**config.mk**
```make
export PLATFORM = sky130hd
export DESIGN_NAME = serializador
export DESIGN_NICKNAME = d
export VERILOG_FILES = /design/src/rtl/serial_link_pkg.sv /design/src/rtl/serializador_shreg.sv /design/src/rtl/serializador.sv
export SDC_FILE = /design/constraint.sdc
export NUM_CORES = 1
export LEC_CHECK = 0
export CORE_ASPECT_RATIO = 0.6
export CORE_MARGIN = 4
export CORE_UTILIZATION = 30
export CTS_BUF_LIST = sky130_fd_sc_hd__clkbuf_4 sky130_fd_sc_hd__clkbuf_8
export DETAILED_ROUTE_END_ITERATION = 8
export PLACE_DENSITY = 0.49
export REMOVE_ABC_BUFFERS = 1
export SLEW_MARGIN = 20
export SYNTH_ARGS = -nofsm -noshare
export SYNTH_HDL_FRONTEND = slang
export SYNTH_SLANG_ARGS = --single-unit
```
**constraint.sdc**
```tcl
create_clock -name clk_100KHz -period 3.6 [get_ports clk_100KHz]
set_input_delay 0.54 -clock clk_100KHz [delete_from_list [all_inputs] [get_ports clk_100KHz]]
set_output_delay 0.54 -clock clk_100KHz [all_outputs]
set_load 0.1 [all_outputs]
```
**src/rtl/serial_link_pkg.sv**
```systemverilog
// Shared definitions for the serial write_in/data_in bit link.
// The transmitter (serializador) and the receiver (deserializador) both
// import this package, so their word-width constant always matches.
//   ser_state_t        transmitter FSM states
//   SER_DEFAULT_WIDTH  default word width of the link
package serial_link_pkg;

  typedef enum logic [1:0] {
    IDLE,
    WAIT_RX,
    STROBE,
    GAP
  } ser_state_t;

  localparam int SER_DEFAULT_WIDTH = 8;

endpackage

```
**src/rtl/serializador_shreg.sv**
```systemverilog
// Loadable MSB-first shift register with a remaining-bit counter.
// Ports:
//   clk_100KHz  system clock, rising edge
//   reset       asynchronous active-low reset; clears the register and counter
//   load        latch din and set the counter to DATA_WIDTH (has priority)
//   shift       drop the current MSB and decrement the counter
//   din         parallel word to load
//   msb         bit currently presented for transmission
//   empty       high when every loaded bit has been shifted out
module serializador_shreg
  import serial_link_pkg::*;
#(
  parameter int DATA_WIDTH = SER_DEFAULT_WIDTH
) (
  input  logic                  clk_100KHz,
  input  logic                  reset,
  input  logic                  load,
  input  logic                  shift,
  input  logic [DATA_WIDTH-1:0] din,
  output logic                  msb,
  output logic                  empty
);

  localparam int CW = $clog2(DATA_WIDTH + 1);

  logic [DATA_WIDTH-1:0] shreg;
  logic [CW-1:0]         bit_cnt;

  always_ff @(posedge clk_100KHz or negedge reset) begin
    if (!reset) begin
      shreg   <= '0;
      bit_cnt <= '0;
    end else if (load) begin
      shreg   <= din;
      bit_cnt <= CW'(DATA_WIDTH);
    end else if (shift && (bit_cnt != '0)) begin
      // The counter saturates at zero, so a stray shift never wraps it.
      shreg   <= {shreg[DATA_WIDTH-2:0], 1'b0};
      bit_cnt <= bit_cnt - CW'(1);
    end
  end

  assign msb   = shreg[DATA_WIDTH-1];
  assign empty = (bit_cnt == '0);

endmodule

```
**src/rtl/serializador.sv**
```systemverilog
// Parallel-to-serial transmitter: the sending end of the write_in/data_in
// bit link consumed by the deserializador. A word is taken through a
// valid/ready handshake and shifted out MSB-first, one bit per write strobe,
// with GAP_CYCLES low cycles after each strobe. The start of a word is held
// off while the receiver reports busy on status_in.
// Optional feature: define SERIALIZADOR_BUF_EN to add a one-word holding
// buffer so the next word can be accepted while the current one is shifting.
// Ports:
//   clk_100KHz  system clock, rising edge
//   reset       asynchronous assert, active-low; synchronous release
//   data_in     parallel word to transmit
//   valid_in    data_in is valid; transfer when valid_in && ready_out
//   status_in   receiver busy; 1 = do not start a word
//   ready_out   a word can be accepted this cycle
//   data_out    serial bit to the receiver's data_in
//   write_out   one-cycle strobe marking data_out valid
//   busy_out    a word is being shifted or is waiting for status_in
module serializador
  import serial_link_pkg::*;
#(
  parameter int DATA_WIDTH = SER_DEFAULT_WIDTH,
  parameter int GAP_CYCLES = 1
) (
  input  logic                  clk_100KHz,
  input  logic                  reset,
  input  logic [DATA_WIDTH-1:0] data_in,
  input  logic                  valid_in,
  input  logic                  status_in,
  output logic                  ready_out,
  output logic                  data_out,
  output logic                  write_out,
  output logic                  busy_out
);

  localparam int            GW       = (GAP_CYCLES > 1) ? $clog2(GAP_CYCLES) : 1;
  localparam logic [GW-1:0] GAP_LAST = GW'(GAP_CYCLES - 1);

  ser_state_t            state;
  ser_state_t            next_state;
  logic [GW-1:0]         gap_cnt;
  logic                  gap_last;
  logic                  word_end;
  logic                  accept;
  logic                  load;
  logic                  shift;
  logic                  msb;
  logic                  empty;
  logic [DATA_WIDTH-1:0] load_word;

  assign gap_last = (gap_cnt == GAP_LAST);
  // Last gap cycle of the last bit: the only point where a new word may follow.
  assign word_end = (state == GAP) && gap_last && empty;
  assign accept   = valid_in && ready_out;
  assign shift    = (state == STROBE);
  assign busy_out = (state != IDLE);

`ifdef SERIALIZADOR_BUF_EN
  logic                  buf_full;
  logic [DATA_WIDTH-1:0] buf_word;
  logic                  drain;
  logic                  direct;

  assign ready_out = !buf_full;
  assign drain     = word_end && buf_full;
  // An accepted word bypasses the buffer when the shift register can take it now.
  assign direct    = accept && ((state == IDLE) || (word_end && !buf_full));
  assign load      = direct || drain;
  // The buffered word is older than anything on data_in, so it goes first.
  assign load_word = drain ? buf_word : data_in;

  always_ff @(posedge clk_100KHz or negedge reset) begin
    if (!reset) begin
      buf_full <= 1'b0;
    end else if (accept && !direct) begin
      buf_full <= 1'b1;
    end else if (drain) begin
      buf_full <= 1'b0;
    end
  end

  always_ff @(posedge clk_100KHz) begin
    if (accept && !direct) begin
      buf_word <= data_in;
    end
  end
`else
  assign ready_out = (state == IDLE) || word_end;
  assign load      = accept;
  assign load_word = data_in;
`endif

  always_comb begin
    next_state = state;
    case (state)
      IDLE: begin
        if (load) next_state = status_in ? WAIT_RX : STROBE;
      end
      WAIT_RX: begin
        if (!status_in) next_state = STROBE;
      end
      STROBE: begin
        next_state = GAP;
      end
      GAP: begin
        if (gap_last) begin
          if (!empty)    next_state = STROBE;
          else if (load) next_state = status_in ? WAIT_RX : STROBE;
          else           next_state = IDLE;
        end
      end
      default: next_state = IDLE;
    endcase
  end

  always_ff @(posedge clk_100KHz or negedge reset) begin
    if (!reset) begin
      state     <= IDLE;
      write_out <= 1'b0;
      data_out  <= 1'b0;
      gap_cnt   <= '0;
    end else begin
      state     <= next_state;
      write_out <= (next_state == STROBE);
      // On a word start the register is loading this very edge, so the
      // first bit comes straight from the incoming word.
      if (next_state == STROBE) begin
        data_out <= load ? load_word[DATA_WIDTH-1] : msb;
      end
      gap_cnt   <= ((state == GAP) && !gap_last) ? gap_cnt + GW'(1) : '0;
    end
  end

  serializador_shreg #(
    .DATA_WIDTH (DATA_WIDTH)
  ) u_shreg (
    .clk_100KHz (clk_100KHz),
    .reset      (reset),
    .load       (load),
    .shift      (shift),
    .din        (load_word),
    .msb        (msb),
    .empty      (empty)
  );

endmodule

```
Word level (Yosys, flattened, before mapping)

Index checks and enable logic that the tools add are counted.

Bits in latches: 0
Memory bits (read-only): 0
Logic and storage cells: 37
Memories kept: 0
Bits in registers: 17
Output and inout bits: 4
Input bits: 12
Bits in writable memories: 0

Multipliers: 0
Mux-type cells: 13
Equality and inequality tests: 4
Magnitude comparators: 0
Shifts and indexed selects: 0
Reduce and logical (&&, ||, !) cells: 11
$add $sub $neg: 2
Bitwise gates (word level): 1
Divide/modulo/power cells: 0

Operators by type and width:

| operator                                         | number |
|---|---|
| 2-to-1 mux 8 bit                                 | 2 |
| 2-to-1 mux 2 bit                                 | 6 |
| 2-to-1 mux 4 bit                                 | 2 |
| case mux 2 bit (4 select lines)                  | 1 |
| == test 2 bit, second input constant             | 3 |
| logical AND 1 bit                                | 5 |
| zero test 4 bit                                  | 1 |
| nonzero test 2 bit                               | 2 |
| nonzero test 4 bit                               | 1 |
| subtractor 4 x 1 -> 4 bit, second input constant | 1 |
| == test 2 x 1 -> 1 bit, second input constant    | 1 |
| zero test 2 bit                                  | 1 |
| 2-to-1 mux 1 bit                                 | 2 |
| adder 1 bit, second input constant               | 1 |
| logical OR 1 bit                                 | 1 |
| NOT 1 bit                                        | 1 |

Longest topological paths before layout

Word-level depth: 10
Depth in mapped cells: 8
Gate-level depth less buffers: 6

Cells and area by module

A second synthesis with hierarchy kept.

Cells, all modules: 100
Area total of the unflattened synthesis: 934.6 sq um

Modules (own cells, without submodules):

| module             | instances | area each (sq um) | cells an instance | sequential area each (sq um) |
|---|---|---|---|---|
| serializador_shreg | 1         | 660.6             | 70                | 300.3 |
| serializador       | 1         | 274.0             | 30                | 125.1 |

Worst setup path before layout

Ideal clock, no wire load.

Path kind: register to output
Start point: register u_shreg.bit_cnt[0]
End point: output ready_out
Arrival time: 3207 ps
Required time: 3060 ps
Stages on the path, launching flop included: 6
Buffers on the path: 1
Setup slack: -147 ps
Cell sequence: dfrtp_1 > inv_1 > ha_1 > or3b_1 > buf_2 > o21ai_0

Word-level cells in the longest chain between the ends: 3

RTL lines:

| element                | line                     | source |
|---|---|---|
| start, declared        | serializador_shreg.sv:27 | `logic [CW-1:0] bit_cnt;` |
| start signal, assigned | serializador_shreg.sv:35 | `bit_cnt <= CW'(DATA_WIDTH);` |
| start signal, assigned | serializador_shreg.sv:39 | `bit_cnt <= bit_cnt - CW'(1);` |
| zero test 4 bit        | serializador_shreg.sv:44 | `assign empty = (bit_cnt == '0);` |
| logical AND 1 bit      | serializador.sv:52       | `assign word_end = (state == GAP) && gap_last && empty;` |
| logical OR 1 bit       | serializador.sv:87       | `assign ready_out = (state == IDLE) \|\| word_end;` |
| end, declared          | serializador.sv:29       | `output logic ready_out,` |

Every way passes these cells.

Final worst setup path

Start point: register state[1]
End point: output busy_out

Word-level cells in the longest chain between the ends: 1

RTL lines:

| element                | line                | source |
|---|---|---|
| start, declared        | serializador.sv:38  | `ser_state_t state;` |
| start signal, assigned | serializador.sv:122 | `state <= next_state;` |
| nonzero test 2 bit     | serializador.sv:55  | `assign busy_out = (state != IDLE);` |
| end, declared          | serializador.sv:32  | `output logic busy_out` |

Every way passes these cells.

==> impl_metrics.xml <==
<?xml version="1.0" encoding="UTF-8"?>
<metrics>
  <group name="run_status">
    <metric name="status" unit="">completed</metric>
  </group>
  <group name="clocking">
    <metric name="numClockSinks" unit="">17</metric>
    <metric name="cts.reportedPaths.clkPinSlew" unit="ns">0.07</metric>
    <metric name="clock-root-buffer" unit="">sky130_fd_sc_hd__clkbuf_8</metric>
    <metric name="worstSkewPairLatency" unit="ns">0.25</metric>
    <metric name="total_of_hold_buffers_inserted_after_clock_tree_synthesis" unit="">0</metric>
    <metric name="cts_tree" unit="">yes</metric>
    <metric name="clock_path_buffers" unit="">2</metric>
    <metric name="post_cts_resize_count" unit="">0</metric>
    <metric name="tritoncts.num_buffers" unit="">3</metric>
    <metric name="cts.htree.levels" unit="">1</metric>
    <metric name="cts_post_setup_buffers_inserted" unit="">0</metric>
  </group>
  <group name="yosys">
    <metric name="ys_seq_area_share" unit="%">49.8</metric>
    <metric name="count_of_state_elements_after_synthesis" unit="">17</metric>
    <metric name="post_synth_num_cell_types" unit="">28</metric>
    <metric name="postSynthCellCount" unit="">80</metric>
    <metric name="yosysWarningCount" unit="">0</metric>
    <metric name="synthesized_area" unit="um2">855</metric>
    <metric name="syn_area_per_cell" unit="um2">10.7</metric>
  </group>
  <group name="critical_path">
    <metric name="timing.critical_path.cells" unit="">or2_2 -&gt; clkdlybuf4s50_1</metric>
    <metric name="crit_path_top_delay_cell" unit="">sky130_fd_sc_hd__clkdlybuf4s50_1</metric>
    <metric name="cp_num_buf_inv" unit="">1</metric>
    <metric name="crit_family" unit="">buffers and inverters</metric>
    <metric name="worstSetupStartpointType" unit="">flip-flop</metric>
    <metric name="max_stage_delay" unit="ns">0.98</metric>
    <metric name="critPathArrivalTime" unit="ns">2.06</metric>
    <metric name="critPathMaxFanout" unit="">9</metric>
    <metric name="cp_data_required_time" unit="ns">3.06</metric>
    <metric name="setup.worst_path.class" unit="">reg -&gt; out</metric>
    <metric name="timing.critical_path.to_type" unit="">output port</metric>
  </group>
  <group name="hold_path">
    <metric name="min_path_type" unit="">reg -&gt; reg</metric>
  </group>
  <group name="power_and_ir_drop">
    <metric name="power.combinational.fraction" unit="%">44.4</metric>
    <metric name="powerDensity" unit="nW/um2">767</metric>
    <metric name="leakagePower" unit="nW">0.511</metric>
    <metric name="worst_ir_drop_vdd" unit="uV">510</metric>
    <metric name="design_power_total" unit="mW">0.832</metric>
    <metric name="switching_share" unit="%">41.6</metric>
    <metric name="clock_power_share" unit="%">17.6</metric>
    <metric name="reported_net_switching_power" unit="mW">0.346</metric>
    <metric name="internal_power" unit="mW">0.486</metric>
    <metric name="power.share.sequential" unit="%">38.0</metric>
  </group>
  <group name="finish">
    <metric name="insertedDiodeCount" unit="">0</metric>
    <metric name="final.fill_count" unit="">244</metric>
    <metric name="finish.net_count" unit="">112</metric>
    <metric name="layout-drive-gt1-share" unit="%">11.3</metric>
    <metric name="area_overhead_of_the_layout_relative_to_synthesis" unit="%">26.9</metric>
  </group>
  <group name="flow_run">
    <metric name="max_cap_violations" unit="">0</metric>
  </group>
  <group name="grt">
    <metric name="largest_net_degree_at_the_start_of_global_routing" unit="">18</metric>
    <metric name="global_route.overflow_total" unit="">0</metric>
    <metric name="vias_in_the_first_global_route" unit="">591</metric>
    <metric name="track_usage" unit="%">9.52</metric>
    <metric name="grt_antenna_before_repair" unit="">0</metric>
    <metric name="wire_length_of_the_first_global_routing_pass" unit="mm">2.79</metric>
  </group>
  <group name="route">
    <metric name="wire_per_inst" unit="um">12.8</metric>
    <metric name="vias" unit="">614</metric>
    <metric name="drt-vias-per-instance" unit="">4.76</metric>
    <metric name="route.detailed.drc" unit="">0</metric>
    <metric name="detail_route.iter0.violations" unit="">19</metric>
    <metric name="detail_route.first_pass.iterations" unit="">4</metric>
    <metric name="detail-route-antenna-nets" unit="">0</metric>
    <metric name="wl" unit="mm">1.65</metric>
  </group>
  <group name="die">
    <metric name="coreArea" unit="um2">2610</metric>
    <metric name="placementRows" unit="">14</metric>
    <metric name="design.die.area" unit="um2">3790</metric>
    <metric name="floorplan.initialDensity" unit="%">32.7</metric>
    <metric name="fp.dieH" unit="um">49.3</metric>
    <metric name="ioPinCount" unit="">16</metric>
    <metric name="die_w" unit="um">76.9</metric>
  </group>
  <group name="sta">
    <metric name="timing.final.crit_share" unit="%">72.1</metric>
    <metric name="worst_case_setup_margin_in_the_final_layout" unit="ns">1.00</metric>
    <metric name="rsz_0062_raised_after_global_routing" unit="">false</metric>
    <metric name="final_hold_viol_count" unit="">0</metric>
    <metric name="fmax" unit="MHz">385</metric>
    <metric name="fin_worst_hold_slack" unit="ns">0.484</metric>
    <metric name="number_of_pins_with_negative_max_slew_slack_in_the_final_report" unit="">0</metric>
    <metric name="timing.final.crit_period" unit="ns">2.60</metric>
    <metric name="slew-limit-headroom" unit="%">34.2</metric>
    <metric name="fin_skew" unit="ns">0.00132</metric>
    <metric name="final-setup-viol-count" unit="">0</metric>
    <metric name="tightestPinTransition" unit="ns">0.984</metric>
  </group>
  <group name="place">
    <metric name="place_worst_setup_slack" unit="ns">1.28</metric>
    <metric name="dpl.hpwl" unit="mm">1.25</metric>
    <metric name="io_buffer_count" unit="">15</metric>
    <metric name="routabilityCongestion" unit="">0.758</metric>
  </group>
</metrics>
[worst paths after layout]
kind	start	endpoint	slack, ns	cells after the start
min in group asynchronous	reset	u_shreg.shreg[2]	0.73	1
hold / removal	u_shreg.shreg[2]	u_shreg.shreg[2]	0.48	1
setup reg to reg	u_shreg.bit_cnt[0]	data_out	1.41	6
max in group asynchronous	reset	u_shreg.shreg[3]	2.39	1
hold reg to reg	u_shreg.shreg[2]	u_shreg.shreg[2]	0.48	1
setup / recovery	state[1]	busy_out	1.00	2
[per-layer routing]
layer  GRT usage, %  wire length (um)  up-vias  share of wire, %
met3           4.80                96        2               5.8
met4           2.71                 8        0              0.49
li1               -                 -      312                 -
met5              0                 0        -                 0
met2           12.9               667       12                41
met1           13.1               874      288                53
[synth_stat cells (all sizes together)]
cell / number / area, um2
a22o: 6 / 52.6
o22ai: 2 / 12.5
a21o: 5 / 37.5
nor3b: 1 / 7.51
nand2: 4 / 15.0
nand2b: 3 / 18.8
nor2b: 1 / 6.26
nand3: 2 / 10.0
xnor2: 1 / 8.76
nor3: 1 / 5.00
ha: 2 / 25.0
xor2: 2 / 17.5
o21ai: 7 / 35.0
or3b: 1 / 8.76
a21oi: 1 / 5.00
o32ai: 1 / 27.5
conb: 1 / 3.75
nor2: 6 / 25.0
clkbuf: 1 / 3.75
inv: 5 / 18.8
mux2i: 2 / 20.0
or2: 2 / 12.5
o2bb2ai: 1 / 8.76
buf: 2 / 10.0
dfrtp: 17 / 425
mux2: 3 / 33.8
[cell families (layout without fill, tap and decap cells)]
group,Yosys count,in the layout,synth area share (%)
AO/OA/AOI/OAI,23,23,20.9
adder cells (fa/ha/maj),2,2,2.93
buffers and inverters,8,25,3.81
AND/OR/NAND/NOR,21,21,12.7
other,1,1,0.439
XOR/XNOR,3,3,3.08
flip-flops,17,17,49.8
multiplexers,5,5,6.30
[area by class of cell]
cell class	count	area (um2)	area share, %
flip-flops and latches	17	425	39.2
multi-input cells	55	397	36.6
repair buffers	16	155	14.3
clock buffers	3	41.3	3.81
well taps	32	40.0	3.69
inverters	5	18.8	1.73
clock inverters	1	7.51	0.692
[power groups by stage]
stage | registers (mW) | clock network, mW | logic (mW)
global route | 0.328 | 0.163 | 0.409
global placement | 0.320 | 0 | 0.375
CTS | 0.318 | 0.155 | 0.377
floorplan | 0.383 | 0 | 0.218
detailed placement | 0.322 | 0 | 0.375
finish | 0.317 | 0.146 | 0.369
[state kept, by name (all words and copies together), names as in the netlist]
name and count:
u_shreg.bit_cnt 4, data_out 1, write_out 1, u_shreg.shreg 8, gap_cnt 1, state 2
[through the flow]
step                setup TNS [ns]  instances  utilization [%]  cell area [um2]
floorplan                   -0.139         77                -              841
finish                           0        129             41.6             1080
global route                     0        129             41.6             1080
detailed placement               0        125             39.7             1040
global placement                 0        125             39.7             1040
CTS                              0        129             41.6             1080
[cell usage in the layout, fill, tap and decap left out, drive strengths merged, types with 3 or more instances in the layout]
cell | synthesis | routed
nand2b | 3 | 3
o21ai | 7 | 7
inv | 5 | 5
mux2 | 3 | 3
a22o | 6 | 6
nand2 | 4 | 4
nor2 | 6 | 6
clkbuf | 1 | 3
dfrtp | 17 | 17
a21o | 5 | 5
clkdlybuf4s50 | 0 | 14
No activity file was read; power rests on OpenSTA's default activity.
